## src/rtl/stage_arbiter.sv

```systemverilog
// stage_arbiter: two-requester round-robin arbiter in front of a shared pipeline stage.
// Each side uses a four-phase req/ack handshake. The FSM (IDLE -> SEND -> RELEASE) grants
// one requester at a time. It forwards that requester's data to the stage, returns the
// stage ack to the owner, and counts completed transfers. All outputs are registered.
//
// Optional feature: define STAGE_ARBITER_SYNC_EN to pass req0_in, req1_in and ack_in
// through two-flop synchronizers before the FSM. Each handshake response then takes
// two extra cycles. By default the FSM samples these inputs directly.
//
// Ports:
//   clk        clock, all state changes on rising edge
//   rst_n      asynchronous active-low reset
//   req0_in    requester 0 request          data0_in  requester 0 data
//   ack0_out   acknowledge to requester 0
//   req1_in    requester 1 request          data1_in  requester 1 data
//   ack1_out   acknowledge to requester 1
//   req_out    request to shared stage      data_out  data to shared stage
//   ack_in     acknowledge from shared stage
//   grant      one-hot owner (bit0 = requester 0), 2'b00 when idle
//   xfer_cnt   completed transfer count, wraps 255 -> 0
module stage_arbiter #(
    parameter int unsigned DATA_WIDTH = 3
) (
    input  logic                  clk,
    input  logic                  rst_n,
    input  logic                  req0_in,
    input  logic [DATA_WIDTH-1:0] data0_in,
    output logic                  ack0_out,
    input  logic                  req1_in,
    input  logic [DATA_WIDTH-1:0] data1_in,
    output logic                  ack1_out,
    output logic                  req_out,
    output logic [DATA_WIDTH-1:0] data_out,
    input  logic                  ack_in,
    output logic [1:0]            grant,
    output logic [7:0]            xfer_cnt
);

    localparam logic [1:0] IDLE    = 2'd0;
    localparam logic [1:0] SEND    = 2'd1;
    localparam logic [1:0] RELEASE = 2'd2;

    // Handshake inputs as seen by the FSM
    logic req0_s, req1_s, ack_s;

`ifdef STAGE_ARBITER_SYNC_EN
    logic [2:0] sync1_q, sync2_q;

    always_ff @(posedge clk or negedge rst_n) begin
        if (!rst_n) begin
            sync1_q <= 3'b000;
            sync2_q <= 3'b000;
        end else begin
            sync1_q <= {ack_in, req1_in, req0_in};
            sync2_q <= sync1_q;
        end
    end

    assign {ack_s, req1_s, req0_s} = sync2_q;
`else
    assign req0_s = req0_in;
    assign req1_s = req1_in;
    assign ack_s  = ack_in;
`endif

    logic [1:0]            state_q, state_d;
    logic                  req_q, req_d;
    logic [DATA_WIDTH-1:0] data_q, data_d;
    logic [1:0]            grant_q, grant_d;
    logic                  ack0_q, ack0_d;
    logic                  ack1_q, ack1_d;
    logic [7:0]            cnt_q, cnt_d;
    logic                  last_q, last_d;   // index of the requester served last
    logic                  win1;             // requester 1 wins this arbitration
    logic                  owner_req;        // request line of the current owner

    always_comb begin
        state_d   = state_q;
        req_d     = req_q;
        data_d    = data_q;
        grant_d   = grant_q;
        ack0_d    = ack0_q;
        ack1_d    = ack1_q;
        cnt_d     = cnt_q;
        last_d    = last_q;
        // On a tie, serve the requester that did not go last; otherwise serve whoever asks.
        win1      = (req0_s && req1_s) ? ~last_q : ~req0_s;
        owner_req = grant_q[1] ? req1_s : req0_s;

        unique case (state_q)
            IDLE: begin
                if (req0_s || req1_s) begin
                    data_d  = win1 ? data1_in : data0_in;
                    req_d   = 1'b1;
                    grant_d = win1 ? 2'b10 : 2'b01;
                    state_d = SEND;
                end
            end
            SEND: begin
                if (ack_s) begin
                    req_d   = 1'b0;
                    ack0_d  = grant_q[0];
                    ack1_d  = grant_q[1];
                    state_d = RELEASE;
                end
            end
            RELEASE: begin
                // The transfer completes only when both sides have returned to zero.
                if (!owner_req && !ack_s) begin
                    ack0_d  = 1'b0;
                    ack1_d  = 1'b0;
                    grant_d = 2'b00;
                    last_d  = grant_q[1];
                    cnt_d   = cnt_q + 8'd1;
                    state_d = IDLE;
                end
            end
            default: begin
                state_d = IDLE;
            end
        endcase
    end

    always_ff @(posedge clk or negedge rst_n) begin
        if (!rst_n) begin
            state_q <= IDLE;
            req_q   <= 1'b0;
            data_q  <= '0;
            grant_q <= 2'b00;
            ack0_q  <= 1'b0;
            ack1_q  <= 1'b0;
            cnt_q   <= 8'd0;
            last_q  <= 1'b1;
        end else begin
            state_q <= state_d;
            req_q   <= req_d;
            data_q  <= data_d;
            grant_q <= grant_d;
            ack0_q  <= ack0_d;
            ack1_q  <= ack1_d;
            cnt_q   <= cnt_d;
            last_q  <= last_d;
        end
    end

    assign req_out  = req_q;
    assign data_out = data_q;
    assign grant    = grant_q;
    assign ack0_out = ack0_q;
    assign ack1_out = ack1_q;
    assign xfer_cnt = cnt_q;

endmodule

```

## config.mk

```make
export PLATFORM = sky130hd
export DESIGN_NAME = stage_arbiter
export DESIGN_NICKNAME = d
export VERILOG_FILES = /design/src/rtl/stage_arbiter.sv
export SDC_FILE = /design/constraint.sdc
export NUM_CORES = 1
export LEC_CHECK = 0
export CAP_MARGIN = 5
export CORE_ASPECT_RATIO = 0.8
export CORE_MARGIN = 2
export CORE_UTILIZATION = 38
export CTS_CLUSTER_DIAMETER = 30
export DETAILED_ROUTE_END_ITERATION = 6
export MAX_ROUTING_LAYER = met4
export PLACE_DENSITY = 0.69
export SETUP_SLACK_MARGIN = 0.3
export SYNTH_ARGS = -nofsm -noshare
export SYNTH_HDL_FRONTEND = slang
export SYNTH_SLANG_ARGS = --single-unit
```

## constraint.sdc

```tcl
create_clock -name clk -period 1.5 [get_ports clk]
set_input_delay 0.225 -clock clk [delete_from_list [all_inputs] [get_ports clk]]
set_output_delay 0.225 -clock clk [all_outputs]
set_load 0.01 [all_outputs]
```

Word level (Yosys, flattened, before mapping)
Cells that the tools add are included.

cells by class
  $add $sub $neg = 1
  equality and inequality tests = 5
  multiplexer cells = 18
  bitwise gates (word level) = 2
  reduce and logical (&&, ||, !) cells = 15

operators with widths
  cell                   count
  $reduce_and A3 Y1      4
  $mux W2                5
  $add A8 B1 Y8 const B  1
  $mux W1                7
  $ne A2 B2 Y1 const B   3
  $pmux W1 S2            3
  $pmux W2 S3            1
  $reduce_bool A2 Y1     3
  $pmux W2 S2            1
  $reduce_and A2 Y1      2
  $mux W3                1
  $eq A2 B1 Y1 const B   1
  $eq A2 B2 Y1 const B   1
  $logic_and A1 B1 Y1    2
  $logic_not A1 Y1       2
  $logic_not A2 Y1       1
  $not A1 Y1             2
  $logic_or A1 B1 Y1     1

storage, ports and cells
  register bits after elaboration = 19
  input bits = 11
  output and inout port bits = 16
  word-level logic and storage cells = 49

Longest topological paths before layout
Gate-level depths: netlist of the first run.

  word-level depth = 5
  gate-level depth with buffers = 4
  mapped depth without buffers = 4

Worst setup path before layout of the first run
OpenSTA, ideal clock, no wires.

  path type = register to register
  start point = reg grant_q[1], in the netlist grant[1]
  end point = reg cnt_q[1], in the netlist xfer_cnt[1]
  library setup time = 0.125 ns
  arrival = 1.369 ns
  slack = 0.006 ns
  cell stages (with the launch flop) = 4
  path buffers = 0
  clock period less this slack = 1.494 ns
  cells stage by stage = dfrtp_1 mux2i_2 and2_4 mux2_4

between the ends
  longest elaborated chain between the ends = 4

ends and longest elaborated chain
  item                         line  source
  from (decl)                  69    logic [1:0] grant_q, grant_d;
  from (signal assigned)       138   grant_q <= grant_d;
  $mux W1                      88    owner_req = grant_q[1] ? req1_s : req0_s;
  $logic_not A1 Y1             109   if (!owner_req && !ack_s) begin
  $logic_and A1 B1 Y1          109
  $reduce_and A2 Y1 (no line)  n/a
  to (signal assigned)         141   cnt_q <= cnt_d;
  to (decl)                    72    logic [7:0] cnt_q, cnt_d;

No other way between the ends.
A chain may end at the register's enable or synchronous reset.

Final worst setup path of the first run
Same ends and word-level chain as after synthesis.

==> results of run 1 <==
[where the power goes]
part	internal (uW)	switching [uW]
clock network	104	156
registers	710	155
logic	816	629
total	1630	940
[worst paths after layout]
check,startpoint,endpoint
min in group clk,req1_in,data_out[0]$_DFFE_PN0P_
worst max register to register,grant[1]$_DFFE_PN0P_,xfer_cnt[1]$_DFFE_PN0P_
worst min-delay path,rst_n,xfer_cnt[3]$_DFFE_PN0P_
worst max-delay path,grant[1]$_DFFE_PN0P_,xfer_cnt[1]$_DFFE_PN0P_
worst min register to register,xfer_cnt[7]$_DFFE_PN0P_,xfer_cnt[7]$_DFFE_PN0P_
max in group asynchronous,rst_n,last_q$_DFFE_PN1P_
[metrics by stage]
step	std cells	TNS, ns	power (uW)
after CTS	164	0	2380
after floorplan	83	0	1370
after detailed placement	143	-0.221	1880
after global routing	170	0	2720
final	170	0	2570
after global placement	143	-0.0958	1850
[what timing repair did]
item,CTS,global route
pin swaps,5,9
endpoints found under the setup margin,27,27
cloned,0,0
gates resized for setup,39,23
buffers inserted,17,6
[critical path, delay by kind of cell, from the launching register on]
| kind | cells | cell delay, ns |
|---|---|---|
| buffers and inverters | 1 | 0.13 |
| flip-flops | 1 | 0.43 |
| AND/OR/NAND/NOR | 1 | 0.20 |
| multiplexers | 2 | 0.48 |
[kinds of logic after synthesis]
kind of cell / after synthesis / synth area share, %
AND/OR/NAND/NOR: 31 / 20.1
flip-flops: 19 / 52.3
AO/OA/AOI/OAI: 16 / 10.7
XOR/XNOR: 7 / 6.73
multiplexers: 5 / 7.01
buffers and inverters: 4 / 1.79
adder cells (fa/ha/maj): 1 / 1.37
[layout make-up]
cell class / instances / area, um2
Sequential cell: 19 / 480
Clock buffer: 4 / 26.3
Tap cell: 25 / 31.3
Timing Repair Buffer: 60 / 497
Multi-Input combinational cell: 60 / 485
Fill cell: 180 / 687
Inverter: 2 / 7.51
[metal layers]
metal | vias to the layer above | part of all wire, % | GRT usage, %
met2 | 14 | 49 | 26.9
li1 | 421 | - | -
met1 | 436 | 47 | 26.6
met5 | - | 0 | -
met4 | 0 | 0.78 | 3.64
met3 | 2 | 2.9 | 5.68
[flip-flops by register name (all words and copies together), names as in the netlist]
signal,count
last_q,1
xfer_cnt,8
ack1_out,1
req_out,1
ack0_out,1
grant,2
state_q,2
data_out,3
[layout by cell type (no fill, tap or decap), types with 3 or more instances in the layout]
master	instances
clkdlybuf4s50_1	8
dfrtp_2	3
o21ai_0	4
nand3_1	3
clkbuf_2	8
a21oi_1	5
nand2_1	5
dfrtp_1	15
clkdlybuf4s15_1	7
nand4_1	4
buf_4	29
xnor2_1	6
clkbuf_4	3
buf_6	6
a31oi_1	3
==> flow_metrics.py, run 1 <==
metrics = {
    "status": {
        "outcome": "completed",
    },
    "grt": {
        "grt_usage_pct": 18.8,
        "grt_max_degree": 20,
        "grt_pass1_wl_um": 3770,
        "grt_pass1_vias": 797,
        "overflow": 0,
        "grt_antenna_before_repair": 0,
    },
    "logic_synthesis": {
        "yosysSeqAreaShare_pct": 52.3,
        "yosysWarnings": 0,
        "synth_cell_types": 31,
        "synth_area_leader_cell": "dfrtp_1",
        "yosysTopAreaCellShare_pct": 49.5,
        "synth_common_cells": "18 x dfrtp_1, 7 x xnor2_1, 6 x nand2_1, 5 x a21oi_1",
        "synthTopCellsByArea": "dfrtp_1 49%, xnor2_1 6.7%, mux2_4 3.3%, dfstp_2 2.9%, a21oi_1 2.7%",
        "avgSynthCellArea_um2": 11.0,
        "ys_ff_latch": 19,
        "synth_nets": 95,
        "synth_edf_count": 0,
        "async_reset_ff_share_pct": 100,
        "yosys_most_used_dff": "dfrtp_1",
        "syn_inst": 83,
        "yosysMostFrequentCell": "dfrtp_1",
        "syn_area_um2": 911,
    },
    "timing": {
        "finClkSkew_ns": 0.00543,
        "hold_viol": 0,
        "timing.final.crit_share_pct": 89.5,
        "min_period_ns": 1.34,
        "drv_slew": 0,
        "finalSetupViolCount": 0,
        "fin_ws_ns": 0.158,
        "rsz0062_at_grt": "yes",
        "fmax_ghz": 0.745,
        "relSlewSlack_pct": 80.9,
        "worstMarginPinSlew_ns": 0.286,
        "hold_ws_ns": 0.249,
    },
    "floorplan": {
        "die_y_um": 47.8,
        "dieArea_um2": 2810,
        "core-area_um2": 2210,
        "die_w_um": 58.7,
        "num_rows": 15,
        "initial_core_util_pct": 41.1,
        "ioPinCount": 27,
    },
    "cells_and_area": {
        "antenna_cells": 0,
        "utilization_pct": 69.0,
        "drive_above_1_share_pct": 44.8,
        "area_growth_pct": 67.7,
        "final_nets": 158,
        "final_area_um2": 1530,
    },
    "flow_run": {
        "cap_violations": 0,
    },
    "setup_path": {
        "r2r_slack_ns": 0.16,
        "cp_cell_sequence": "buf_6, mux2i_4, and2_4, mux2_4",
        "end_kind": "flip-flop",
        "arrival_ns": 1.53,
        "critPathLaunchType": "flip-flop",
        "critPathKind": "flip-flop to flip-flop",
        "critPathMaxStageDelay_ns": 0.43,
        "reg2reg_depth": 4,
        "cp_slowest_cell": "dfrtp_2",
        "crit_fanout": 4,
        "crit_required_ns": 1.69,
    },
    "detailed_routing": {
        "totalWireLength_um": 2700,
        "routedWlPerCell_um": 15.9,
        "drcViolationCount": 0,
        "drtIter0Drc": 15,
        "vias": 873,
        "first_pass_iters": 4,
        "via_per_inst": 5.14,
        "antenna_left": 0,
    },
    "pwr": {
        "power_density_nw_per_um2": 1680,
        "p_leak_uw": 0.000726,
        "peakVddDrop_uv": 988,
    },
    "clock_network": {
        "cts_root_buf": "clkbuf_4",
        "clk_pin_slew_worst_paths_ns": 0.11,
        "numCtsBuffers": 3,
        "cts_buffer_depth": 2,
        "cts_sinks": 19,
        "ctsHoldBuffers": 0,
        "cts_tree": "done",
        "htree_levels": 1,
        "clock_latency_ns": 0.30,
    },
    "hold_path": {
        "hold_path.class": "input port to asynchronous set/reset pin",
    },
    "place": {
        "port_buffers": 26,
        "place_area_um2": 1290,
        "place_hpwl_um": 1590,
        "dpl_worst_slack_ns": -0.0797,
        "globalplace.congestion": 0.832,
    },
}
(Power assumes the default switching activity.)
==> run 2, diff against run 1 <==
- CORE_UTILIZATION: 38 -> 41
- PLACE_DENSITY: 0.69 -> 0.74
==> run 2 against run 1 <==
  * Non-clock buffer count is the same
  * Via count grew 4.6%
  * Largest power group unchanged
  * Final area shrank 1.7%
  * Critical endpoint unchanged
  * Global-route usage grew 5.2 points
  * Clock skew grew 0.017 ns
  * Highest routed layer unchanged
  * Sequential share of layout area grew 0.55 points
  * Maximum frequency shrank 2.1%
  * First-iteration DRC count shrank 47%
==> flow_metrics.py, run 2 (same netlist as run 1, synthesis figures left out) <==
metrics = {
    "detailed_routing": {
        "highest_layer": "met4",
        "wl_met3_um": 148,
        "drtIter0Drc": 8,
        "drcViolationCount": 0,
        "route.met2.wl_um": 1380,
        "via_per_inst": 5.37,
        "first_pass_iters": 4,
        "routedWlPerCell_um": 16.6,
        "routedLengthMet1_um": 1240,
        "antenna_left": 0,
        "totalWireLength_um": 2830,
        "vias": 913,
    },
    "pwr": {
        "p_leak_uw": 0.000727,
        "power.share.sequential_pct": 33.9,
        "comb_power_share_pct": 55.1,
        "p_switching_uw": 967,
        "p_total_uw": 2560,
        "power_density_nw_per_um2": 1710,
        "clock_power_share_pct": 11.0,
        "peakVddDrop_uv": 1130,
        "switching_share_pct": 37.7,
        "internal_power_uw": 1600,
    },
    "timing": {
        "hold_ws_ns": 0.176,
        "hold_viol": 0,
        "finClkSkew_ns": 0.0222,
        "min_period_ns": 1.37,
        "tns_ns": 0,
        "drv_slew": 0,
        "relSlewSlack_pct": 81.1,
        "worstMarginPinSlew_ns": 0.283,
        "timing.final.crit_share_pct": 91.3,
        "fin_ws_ns": 0.130,
        "finalSetupViolCount": 0,
        "fmax_ghz": 0.730,
        "rsz0062_at_grt": "yes",
    },
    "grt": {
        "grt_pass1_vias": 916,
        "grt_antenna_before_repair": 0,
        "grt_usage_pct": 24.1,
        "overflow": 0,
        "grt_pass1_wl_um": 4440,
        "grt_max_degree": 13,
    },
    "setup_path": {
        "crit_fanout": 3,
        "end_kind": "flip-flop",
        "critPathKind": "flip-flop to flip-flop",
        "crit_required_ns": 1.70,
        "arrival_ns": 1.57,
        "critPathLaunchType": "flip-flop",
    },
    "floorplan": {
        "dieArea_um2": 2620,
        "initial_core_util_pct": 42.9,
        "ioPinCount": 27,
        "die_y_um": 46.2,
        "die_w_um": 56.7,
        "core-area_um2": 2120,
        "num_rows": 15,
    },
    "cells_and_area": {
        "largest_reg_flops": 8,
        "final_common_cell": "buf_4",
        "final_nets": 158,
        "final_cell_mix": "29 x buf_4, 15 x dfrtp_1, 12 x clkbuf_2",
        "antenna_cells": 0,
        "drive_above_1_share_pct": 46.9,
        "area_growth_pct": 64.8,
    },
    "clock_network": {
        "cts_buffer_depth": 2,
        "htree_levels": 1,
        "numCtsBuffers": 3,
        "cts_tree": "done",
        "cts_sinks": 19,
        "clk_pin_slew_worst_paths_ns": 0.13,
        "cts_root_buf": "clkbuf_4",
        "clock_latency_ns": 0.33,
        "ctsHoldBuffers": 0,
    },
    "place": {
        "dpl_worst_slack_ns": -0.0622,
        "place_hpwl_um": 1630,
        "globalplace.congestion": 0.780,
        "port_buffers": 26,
    },
    "status": {
        "outcome": "completed",
    },
    "flow_run": {
        "cap_violations": 0,
    },
    "hold_path": {
        "hold_path.class": "input port to asynchronous set/reset pin",
    },
}
## run 2: cell types whose count changed in the layout (fill, tap and decap cells not counted), sizes merged
cell	before	now
dlymetal6s2s	1	2
clkinv	0	1
clkdlybuf4s15	7	3
dlygate4sd2	1	0
clkbuf	12	15
## run 2: per-stage QoR
| step | util [%] | cells | instance area (um2) |
|---|---|---|---|
| 5_1_grt | 70.8 | 170 | 1500 |
| 3_3_place_gp | 61.1 | 143 | 1290 |
| 2_1_floorplan | - | 83 | 930 |
| 6_report | 70.8 | 170 | 1500 |
| 3_5_place_dp | 61.1 | 143 | 1290 |
| 4_1_cts | 71.0 | 166 | 1510 |
## run 2: worst max-delay path, cell delays in order, from the launching register on
cell and delay [ns]:
dfrtp_2 0.40, buf_6 0.11, mux2i_4 0.23, and2_4 0.19
mux2_4 0.30
## run 2: area by class of cell
cell class / count / area (um2)
clock buffer: 3 / 22.5
clock inverter: 1 / 5.00
fill: 136 / 619
inverter: 2 / 7.51
multi-input combinational: 60 / 474
sequential: 19 / 480
tap: 25 / 31.3
timing repair buffer: 60 / 480
## run 2: metal layers
| layer | vias to the layer above | global-route usage [%] |
|---|---|---|
| met4 | 0 | 7.62 |
| met3 | 8 | 8.43 |
| met1 | 455 | 28.9 |
| met5 | - | - |
| li1 | 425 | - |
| met2 | 25 | 38.6 |
## run 2: final timing paths
kind	startpoint	end	slack, ns	cells past startpoint
worst max-delay path	grant[1]$_DFFE_PN0P_	xfer_cnt[1]$_DFFE_PN0P_	0.13	4
worst max register to register	grant[1]$_DFFE_PN0P_	xfer_cnt[1]$_DFFE_PN0P_	0.13	4
min in group clk	ack_in	state_q[0]$_DFFE_PN0P_	0.43	4
worst min-delay path	rst_n	xfer_cnt[0]$_DFFE_PN0P_	0.18	2
worst min register to register	req_out$_DFFE_PN0P_	req_out$_DFFE_PN0P_	0.49	2
max in group asynchronous	rst_n	last_q$_DFFE_PN1P_	1.03	2
## run 2: power groups by stage
stage | sequential [uW] | combinational [uW] | clock, uW
floorplan | 920 | 455 | 0
global placement | 913 | 934 | 0
detailed placement | 922 | 953 | 0
CTS | 852 | 1300 | 274
global route | 886 | 1520 | 300
finish | 868 | 1410 | 282
## run 2: repair_timing
item | in CTS | in global routing
pin swaps | 5 | 1
gates cloned | 0 | 0
endpoints found under the setup margin | 29 | 31
buffers inserted | 19 | 4
gates resized for setup | 44 | 21
